--- src/rtl/slow_to_fast_bridge.sv ---
// slow_to_fast_bridge
//   Return path for the divided-clock pipeline. A modulo-DIV counter on
//   fast_clk produces a one-cycle capture strobe (slow_tick). Words offered on
//   in_data/in_valid are sampled only on tick cycles and queued in a DEPTH-entry
//   FIFO. The FIFO drains to fast-rate consumers over out_valid/out_ready.
//
// Parameters
//   DATA_W : data path width
//   DIV    : fast_clk cycles per slow period (even, >= 2)
//   DEPTH  : FIFO entries (power of 2, >= 2)
//
// Ports
//   fast_clk  in   sole clock, rising edge
//   rst_n     in   asynchronous active-low reset
//   in_data   in   slow-rate input word
//   in_valid  in   in_data valid, sampled on slow_tick cycles only
//   slow_clk  out  registered divided-clock phase (observability only)
//   slow_tick out  one-cycle capture strobe, every DIV cycles
//   out_data  out  FIFO head word, 0 when empty
//   out_valid out  FIFO non-empty
//   out_ready in   consumer accepts the head word
//   full      out  count == DEPTH
//   empty     out  count == 0
//   count     out  occupancy
//   overflow  out  sticky: a word was dropped
//   ovf_clr   in   clears overflow (and seq_err when enabled)
//   seq_err   out  only with SLOW_BRIDGE_SEQ_CHECK_EN defined: sticky flag set
//                  when an accepted word is not the previous accepted word + 1
//
// Optional feature macro: SLOW_BRIDGE_SEQ_CHECK_EN
module slow_to_fast_bridge #(
  parameter int DATA_W = 8,
  parameter int DIV    = 4,
  parameter int DEPTH  = 4
) (
  input  logic                       fast_clk,
  input  logic                       rst_n,
  input  logic [DATA_W-1:0]          in_data,
  input  logic                       in_valid,
  output logic                       slow_clk,
  output logic                       slow_tick,
  output logic [DATA_W-1:0]          out_data,
  output logic                       out_valid,
  input  logic                       out_ready,
  output logic                       full,
  output logic                       empty,
  output logic [$clog2(DEPTH):0]     count,
  output logic                       overflow,
  input  logic                       ovf_clr
`ifdef SLOW_BRIDGE_SEQ_CHECK_EN
  ,
  output logic                       seq_err
`endif
);

  localparam int CW   = (DIV > 2) ? $clog2(DIV) : 1;
  localparam int AW   = $clog2(DEPTH);
  localparam int CNTW = AW + 1;

  // ---------------------------------------------------------------------------
  // Divider
  // ---------------------------------------------------------------------------
  logic [CW-1:0] r_cnt;
  logic [CW-1:0] w_cnt_nxt;
  logic          r_slow_clk;
  logic          r_slow_tick;

  always_comb begin
    w_cnt_nxt = (r_cnt == CW'(DIV - 1)) ? '0 : r_cnt + CW'(1);
  end

  // Phase and tick are registered from the next count so they stay aligned
  // with r_cnt: tick is high exactly while r_cnt == DIV-1.
  always_ff @(posedge fast_clk or negedge rst_n) begin
    if (!rst_n) begin
      r_cnt       <= '0;
      r_slow_clk  <= 1'b0;
      r_slow_tick <= 1'b0;
    end else begin
      r_cnt       <= w_cnt_nxt;
      r_slow_clk  <= (w_cnt_nxt >= CW'(DIV / 2));
      r_slow_tick <= (w_cnt_nxt == CW'(DIV - 1));
    end
  end

  assign slow_clk  = r_slow_clk;
  assign slow_tick = r_slow_tick;

  // ---------------------------------------------------------------------------
  // FIFO
  // ---------------------------------------------------------------------------
  logic [DATA_W-1:0] r_mem [DEPTH];
  logic [AW-1:0]     r_wr_ptr;
  logic [AW-1:0]     r_rd_ptr;
  logic [CNTW-1:0]   r_count;
  logic              r_overflow;

  logic w_full;
  logic w_empty;
  logic w_push_req;
  logic w_pop;
  logic w_push;
  logic w_drop;

  always_comb begin
    w_full     = (r_count == CNTW'(DEPTH));
    w_empty    = (r_count == '0);
    w_pop      = !w_empty && out_ready;
    w_push_req = r_slow_tick && in_valid;
    // A full FIFO still accepts when the head leaves on the same edge.
    w_push     = w_push_req && (!w_full || w_pop);
    w_drop     = w_push_req && w_full && !w_pop;
  end

  // Storage is deliberately not reset; pointers/count define validity.
  always_ff @(posedge fast_clk) begin
    if (w_push) begin
      r_mem[r_wr_ptr] <= in_data;
    end
  end

  always_ff @(posedge fast_clk or negedge rst_n) begin
    if (!rst_n) begin
      r_wr_ptr   <= '0;
      r_rd_ptr   <= '0;
      r_count    <= '0;
      r_overflow <= 1'b0;
    end else begin
      if (w_push) begin
        r_wr_ptr <= r_wr_ptr + AW'(1);
      end
      if (w_pop) begin
        r_rd_ptr <= r_rd_ptr + AW'(1);
      end
      case ({w_push, w_pop})
        2'b10:   r_count <= r_count + CNTW'(1);
        2'b01:   r_count <= r_count - CNTW'(1);
        default: r_count <= r_count;
      endcase
      if (w_drop) begin
        r_overflow <= 1'b1;
      end else if (ovf_clr) begin
        r_overflow <= 1'b0;
      end
    end
  end

  assign out_data  = w_empty ? '0 : r_mem[r_rd_ptr];
  assign out_valid = !w_empty;
  assign full      = w_full;
  assign empty     = w_empty;
  assign count     = r_count;
  assign overflow  = r_overflow;

`ifdef SLOW_BRIDGE_SEQ_CHECK_EN
  // ---------------------------------------------------------------------------
  // Sequence checker: each accepted word must be the previous accepted word + 1.
  // Dropped words never reach w_push, so they leave the reference untouched.
  // ---------------------------------------------------------------------------
  logic [DATA_W-1:0] r_last;
  logic              r_have_ref;
  logic              r_seq_err;
  logic              w_seq_mismatch;

  always_comb begin
    w_seq_mismatch = w_push && r_have_ref && (in_data != (r_last + DATA_W'(1)));
  end

  always_ff @(posedge fast_clk or negedge rst_n) begin
    if (!rst_n) begin
      r_last     <= '0;
      r_have_ref <= 1'b0;
      r_seq_err  <= 1'b0;
    end else begin
      if (w_push) begin
        r_last     <= in_data;
        r_have_ref <= 1'b1;
      end
      if (w_seq_mismatch) begin
        r_seq_err <= 1'b1;
      end else if (ovf_clr) begin
        r_seq_err <= 1'b0;
      end
    end
  end

  assign seq_err = r_seq_err;
`endif

endmodule
--- config.mk ---
export PLATFORM = sky130hd
export DESIGN_NAME = slow_to_fast_bridge
export DESIGN_NICKNAME = d
export VERILOG_FILES = /design/src/rtl/slow_to_fast_bridge.sv
export SDC_FILE = /design/constraint.sdc
export NUM_CORES = 1
export LEC_CHECK = 0
export CELL_PAD_IN_SITES_DETAIL_PLACEMENT = 0
export CELL_PAD_IN_SITES_GLOBAL_PLACEMENT = 1
export CORE_UTILIZATION = 29
export DETAILED_ROUTE_END_ITERATION = 8
export GPL_TIMING_DRIVEN = 0
export PLACE_DENSITY_LB_ADDON = 0.1
export SETUP_SLACK_MARGIN = 0.02
export SYNTH_ARGS = -nofsm -noshare
export SYNTH_HDL_FRONTEND = slang
export SYNTH_SLANG_ARGS = --single-unit
--- constraint.sdc ---
create_clock -name fast_clk -period 2.6 [get_ports fast_clk]
set_clock_uncertainty 0.05 [all_clocks]
set_input_delay 0.78 -clock fast_clk [delete_from_list [all_inputs] [get_ports fast_clk]]
set_output_delay 0.78 -clock fast_clk [all_outputs]
set_load 0.02 [all_outputs]
==> key figures, run 1 <==
Cells and area
  • Share of cells above drive strength 1: 27.2%
  • Area Overhead vs Synth: 27.0%
  • Final Cell Area: 0.00244 mm^2
  • Nets: 181
  • Antenna diodes: 0

Logic synthesis
  • #FFs+latches synth: 43
  • Syn Inst Count: 120
  • Register area share after synthesis: 64.2%
  • Post-Syn Nets: 140
  • Avg Cell Area, Syn: 16.0 um^2
  • Post-synth ARST share: 25.6%
  • Synth Area in Simple Gates: 10.1%
  • Number of enable flip-flop cells after synthesis: 32
  • Post-synthesis compound-gate area fraction: 5.13%
  • Main combinational cell family by area after synthesis: multiplexers
  • Synth area leaders: edfxtp_1 (50%), dfrtp_1 (14%), mux4_2 (9.4%)
  • Yosys Warn Count: 0
  • Synth Area in XOR/XNOR: 1.36%
  • Adder-cell share of the synthesized area: 4.94%
  • Post-synthesis mux area share: 10.1%
  • Post-synth cell types: 37
  • Top_reg_cell synth: edfxtp_1
  • Top cell type by total area after synthesis: edfxtp_1
  • Mapped Area: 0.00193 mm^2
  • Post-synth top area share: 49.9%

STA
  • F_max: 401 MHz
  • Slew headroom: 64.3%
  • RSZ-0062 raised after global routing: no
  • Setup TNS: 0 ns
  • Final Hold Fails: 0
  • Worst slew pin tran: 0.534 ns
  • # setup viols final: 0
  • Post-layout min period: 2.50 ns
  • Fin crit share: 96.0%
  • Worst hold margin: 0.420 ns
  • Slew Viols, Final: 0

Routing
  • Max Used Layer: met4
  • Met3 WL post-DR: 121 um
  • Routed WL: 3610 um
  • First drt pass iteration count: 4
  • Final ANT Viol Nets: 0
  • Via count: 1108
  • Wirelength per Cell: 15.1 um
  • Drt via density: 4.64
  • Residual DRC: 0
  • M1 WL: 1660 um
  • Met2 WL post-DR: 1780 um
  • DRC violation total after the first TritonRoute iteration: 32

Global route
  • Vias in the first global route: 1132
  • First-pass GRT wire length: 5860 um
  • GRT overflow: 0
  • Largest net degree at the start of global routing: 16
  • GRT Total Usage: 11.3%
  • Initial antenna violation count: 0

Setup path
  • CP arrival: 1.67 ns
  • CP Data Required Time: 1.77 ns
  • Biggest cell delay along the critical path: 0.45 ns
  • CP max-delay cell: dfrtp_2
  • CP Capture Type: output pin
  • Startpoint types: flip-flop
  • Reg2reg start: count[1]
  • Reg2reg setup slack: 0.56 ns
  • CP startpoint: count[1]
  • R2r endpoint: count[2]
  • R2R cell count: 7
  • Worst-path cell chain: or3_4 > buf_6 > inv_1 > clkdlybuf4s15_1
  • Worst-path fanout max: 10
  • Worst setup path class: reg2out

Placement
  • Placed instance area: 0.00230 mm^2
  • HPWL Detailed: 2430 um
  • Port buffer count: 28
  • Gpl congestion: 0.686

Die
  • CORE AREA: 0.00639 mm^2
  • I/O Pins: 30
  • # rows: 29
  • X dimension of the die: 83.5 um
  • Starting Density: 30.2%
  • Die ar.: 0.00697 mm^2
  • DIE HEIGHT: 83.5 um

Clock network
  • Clk sink count: 43
  • TritonCTS clock tree: built
  • CTS max path bufs: 2
  • H-tree levels: 2
  • CTS Root Cell: clkbuf_8
  • Clk_lat worst skew: 0.29 ns
  • Hold-fix buffers, CTS: 0
  • CTS Buf Count: 5
  • CTS clock-pin slew for the worst setup and hold paths: 0.08 ns

Power
  • PwrDens: 995 mW/mm^2
  • Total power draw: 2430 uW
  • Worst vdd ir: 0.407 mV
  • LEAKAGE: 0.000937 uW

Job
  • Max-Cap Viols: 0

Outcome
  • Status: complete, no violations

Min path
  • Worst hold path depth: 1
  • Worst hold endpoint: r_cnt[0]
  • HP Class: reg2reg
  • Hold_sp: r_cnt[0]
[logic make-up (layout without fill, tap and decap cells)]
| logic type | Yosys count | count (layout) |
|---|---|---|
| flops | 43 | 43 |
| compound gates | 13 | 13 |
| mux | 9 | 9 |
| buf+inv | 16 | 58 |
| xor+xnor | 3 | 3 |
| fa+ha+maj | 7 | 7 |
| simple gates | 29 | 29 |
[cell usage in the layout, fill, tap and decap left out, types with 2 or more instances in the layout]
cell | netlist | final
a31oi_1 | 2 | 2
and2_1 | 13 | 13
buf_12 | 0 | 2
buf_2 | 3 | 11
buf_4 | 0 | 5
clkbuf_8 | 0 | 5
clkdlybuf4s50_1 | 0 | 17
dfrtp_1 | 11 | 9
dfrtp_2 | 0 | 2
dlygate4sd2_1 | 0 | 2
edfxtp_1 | 32 | 32
ha_1 | 6 | 6
inv_1 | 10 | 10
mux4_2 | 8 | 8
nand3_1 | 3 | 3
nand4_1 | 2 | 2
xnor2_1 | 3 | 3
[sequential cells by signal, summed over array words and instances, names as in the netlist]
| signal | count |
|---|---|
| slow_tick | 1 |
| count | 3 |
| r_rd_ptr | 2 |
| r_wr_ptr | 2 |
| r_cnt | 2 |
| r_mem | 32 |
| overflow | 1 |
[worst max-delay path, delay by kind of cell, from the launching register on]
kind | cells | cell delay, ns
buffers and inverters | 3 | 0.50
flip-flops | 1 | 0.45
AND/OR/NAND/NOR | 1 | 0.42
[cells in the mapped netlist, drive strengths merged, types with 2 or more instances]
master	instances
a21oi	2
a31oi	2
and2	13
buf	5
dfrtp	11
edfxtp	32
ha	6
inv	10
mux4	8
nand2	2
nand3	3
nand4	2
o311ai	2
or3	2
xnor2	3
[routing by layer]
| layer | vias up | track usage (%) |
|---|---|---|
| met4 | 0 | 4.16 |
| met1 | 559 | 13.6 |
| met3 | 6 | 3.66 |
| met2 | 17 | 18.9 |
| met5 | - | 0 |
| li1 | 526 | - |
[how the worst max path moves through the flow]
stage / end
after CTS: out_data[0]
after global placement: count[2]
after detailed placement: count[2]
after global routing: empty
after floorplan: count[2]
final: empty
[report_power, final]
group / internal [uW] / total, uW / switching (uW)
Sequential: 796 / 857 / 61.4
Clock: 291 / 529 / 238
Combinational: 526 / 1050 / 520
Total: 1610 / 2430 / 819
[repair_timing]
item | CTS | global route
setup endpoints to repair | 10 | 8
gates resized for setup | 32 | 8
buffers inserted | 6 | 0
[final cells by class]
cell class	instances	area, um^2
buffer	6	51.3
clock buffer	5	68.8
clock inverter	3	47.5
fill	624	3940
inverter	10	37.5
multi-input combinational	61	609
sequential	43	1240
tap	77	96.3
timing repair buffer	34	295
[per-stage QoR]
stage	instances	util (%)	worst slack, ns
final	239	38.3	0.104
after global placement	225	36.1	-0.0970
after CTS	239	38.9	0.00661
after detailed placement	225	36.1	-0.138
after floorplan	120	-	0.441
after global routing	239	38.3	0.0285
No activity file was read; power rests on OpenSTA's default activity.
==> run 2, diff against run 1 <==
--- a/config.mk
+++ b/config.mk
@@ -7,7 +7,9 @@
 export LEC_CHECK = 0
 export CELL_PAD_IN_SITES_DETAIL_PLACEMENT = 0
 export CELL_PAD_IN_SITES_GLOBAL_PLACEMENT = 1
+export CORE_ASPECT_RATIO = 1.5
 export CORE_UTILIZATION = 29
+export CTS_BUF_LIST = sky130_fd_sc_hd__clkbuf_8
 export DETAILED_ROUTE_END_ITERATION = 8
 export GPL_TIMING_DRIVEN = 0
 export PLACE_DENSITY_LB_ADDON = 0.1
==> run 2 against run 1 <==
Compared with the run above: utilization is 0.56 points lower; total power is 1.5% lower; die area up 0.10%.
==> key figures, run 2 (synthesis gave the netlist of run 1 again) <==
STA
  • F_max: 398 MHz (was 401 MHz)
  • # setup viols final: 0 (unchanged)
  • Fin crit share: 96.7% (was 96.0%)
  • Worst hold margin: 0.420 ns (about the same)
  • Worst slew pin tran: 0.529 ns (was 0.534 ns)
  • Slew headroom: 64.6% (was 64.3%)
  • Slew Viols, Final: 0 (unchanged)
  • Final Hold Fails: 0 (unchanged)
  • Final critical-path setup slack: 0.0855 ns (was 0.104 ns)
  • Post-layout min period: 2.51 ns (was 2.50 ns)
  • Setup TNS: 0 ns (unchanged)
  • RSZ-0062 raised after global routing: yes (was no)

Routing
  • Routed WL: 3760 um (was 3610 um)
  • Residual DRC: 0 (unchanged)
  • Via count: 1148 (was 1108)
  • First drt pass iteration count: 4 (unchanged)
  • DRC violation total after the first TritonRoute iteration: 34 (was 32)
  • Drt via density: 4.86 (was 4.64)
  • Wirelength per Cell: 15.9 um (was 15.1 um)
  • Final ANT Viol Nets: 0 (unchanged)

Setup path
  • CP Capture Type: output pin (unchanged)
  • Reg2reg setup slack: 0.58 ns (was 0.56 ns)
  • Worst-path fanout max: 5 (was 10)
  • Worst-path cell chain: buf_12 > mux4_2 > and2_4 > buf_4 (was or3_4 > buf_6 > inv_1 > clkdlybuf4s15_1)
  • CP arrival: 1.68 ns (was 1.67 ns)
  • CP startpoint: r_rd_ptr[0] (was count[1])
  • Biggest cell delay along the critical path: 0.49 ns (was 0.45 ns)
  • Worst setup path class: reg2out (unchanged)
  • CP Data Required Time: 1.77 ns (about the same)
  • Startpoint types: flip-flop (unchanged)
  • Top delay family on crit path: multiplexers (was buffers and inverters)
  • CP max-delay cell: mux4_2 (was dfrtp_2)
  • Reg2reg start: count[2] (was count[1])
  • Buf+Inv Stages, Crit Path: 2 (was 3)

Global route
  • GRT Total Usage: 12.0% (was 11.3%)
  • Initial antenna violation count: 0 (unchanged)
  • GRT overflow: 0 (unchanged)
  • Vias in the first global route: 1207 (was 1132)
  • First-pass GRT wire length: 5820 um (was 5860 um)
  • Largest net degree at the start of global routing: 13 (was 16)

Outcome
  • Status: complete, no violations (unchanged)

Power
  • Part of the power in registers: 35.3% (was 35.2%)
  • LEAKAGE: 0.000934 uW (was 0.000937 uW)
  • Int Pwr: 1580 uW (was 1610 uW)
  • Gate power share: 48.1% (was 43.0%)
  • Clock share of power: 16.6% (was 21.8%)
  • Psw: 813 uW (was 819 uW)
  • PwrDens: 986 mW/mm^2 (was 995 mW/mm^2)
  • Worst vdd ir: 0.275 mV (was 0.407 mV)
  • Net Sw Frac: 33.9% (was 33.7%)

Min path
  • Hold_sp: r_cnt[0] (unchanged)
  • HP Class: reg2reg (unchanged)

Cells and area
  • Commonest non-fill, non-tap cell in the layout: edfxtp_1 (unchanged)
  • Max FFs per register: 32 (unchanged)
  • Area Overhead vs Synth: 26.2% (was 27.0%)
  • Commonest cells after routing, fill and taps aside: edfxtp_1 (32), clkdlybuf4s50_1 (17), inv_1 (11), dfrtp_1 (9) (was edfxtp_1 (32), clkdlybuf4s50_1 (17), and2_1 (13), buf_2 (11), inv_1 (10))
  • Largest reg by FF count: r_mem (unchanged)
  • Antenna diodes: 0 (unchanged)
  • Final Cell Area: 0.00243 mm^2 (was 0.00244 mm^2)
  • Nets: 179 (was 181)
  • Final std cells w/o fill: 236 (was 239)
  • # fillers: 641 (was 624)
  • Share of cells above drive strength 1: 28.1% (was 27.2%)

Clock network
  • H-tree levels: 2 (unchanged)
  • Clk sink count: 43 (unchanged)
  • CTS max path bufs: 2 (unchanged)
  • CTS Buf Count: 5 (unchanged)
  • CTS clock-pin slew for the worst setup and hold paths: 0.08 ns (about the same)
  • Clk_lat worst skew: 0.29 ns (about the same)
  • CTS Root Cell: clkbuf_8 (unchanged)
  • TritonCTS clock tree: built (unchanged)

Placement
  • Placed instance area: 0.00230 mm^2 (about the same)
  • Pre-CTS setup slack: -0.106 ns (was -0.138 ns)
  • Placed insts: 224 (was 225)
  • Port buffer count: 28 (unchanged)
  • Gpl congestion: 0.662 (was 0.686)
  • HPWL Detailed: 2500 um (was 2430 um)

Die
  • DIE HEIGHT: 102 um (was 83.5 um)
  • Die ar.: 0.00698 mm^2 (was 0.00697 mm^2)
  • CORE AREA: 0.00644 mm^2 (was 0.00639 mm^2)
  • I/O Pins: 30 (unchanged)
  • X dimension of the die: 68.5 um (was 83.5 um)
  • # rows: 36 (was 29)
  • Starting Density: 29.9% (was 30.2%)

Job
  • Max-Cap Viols: 0 (unchanged)
## run 2: changes by cell type in the layout (fill, tap and decap cells not counted), sizes merged
cell           change
buf                -3
bufinv             -1
clkbuf             +1
clkdlybuf4s15      -1
clkinv             +1
dlygate4sd2        +1
## run 2: cell type report
class | instances | area [um^2] | share of cell area [%]
multi-input cells | 61 | 624 | 25.7
well taps | 76 | 95.1 | 3.91
plain buffers | 6 | 51.3 | 2.11
clock buffers | 5 | 68.8 | 2.83
clock inverters | 3 | 11.3 | 0.463
inverters | 10 | 37.5 | 1.54
flip-flops and latches | 43 | 1240 | 51.0
repair buffers | 32 | 303 | 12.5
## run 2: worst reg2reg max path: cells and delay by family, from the launching register on
kind	cells	cell delay [ns]
adder cells (fa/ha/maj)	1	0.21
AO/OA/AOI/OAI	2	0.37
buffers and inverters	1	0.16
AND/OR/NAND/NOR	3	0.71
flip-flops	1	0.44
## run 2: what timing repair did
| item | 4_1_cts | 5_1_grt |
|---|---|---|
| setup endpoints to repair | 10 | 8 |
| pin swaps | 0 | 1 |
| gates resized for setup | 31 | 21 |
| cloned | 0 | 1 |
| hold buffers | 0 | 0 |
| hold endpoints to repair | 0 | 0 |
| buffers inserted | 3 | 0 |
## run 2: stage by stage
step	utilization [%]	total power (uW)
after floorplan	-	1530
final	37.7	2400
after global placement	35.7	1920
after global routing	37.7	2550
after detailed placement	35.7	1930
after CTS	37.6	2340
## run 2: final timing paths
kind	endpoint	depth (start not counted)
max in group asynchronous	count[1]	1
max reg2reg	count[2]	7
max	out_data[5]	4
min reg2reg	r_cnt[0]	1
min in group asynchronous	overflow	1
min	r_cnt[0]	1
## run 2: power by group through the flow
| stage | registers [uW] | clock network, uW | logic [uW] |
|---|---|---|---|
| global route | 856 | 430 | 1270 |
| finish | 846 | 398 | 1150 |
| floorplan | 886 | 0 | 640 |
| CTS | 842 | 410 | 1090 |
| detailed placement | 878 | 0 | 1050 |
| global placement | 875 | 0 | 1040 |
## run 2: metal layers
metal / GRT usage [%] / share of wire (%) / vias up / routed length (um)
met4: 6.89 / 1.9 / 0 / 71
met5: 0 / 0 / - / 0
met3: 2.93 / 4.3 / 8 / 160
li1: - / - / 521 / -
met1: 13.1 / 40 / 590 / 1510
met2: 20.4 / 54 / 29 / 2020
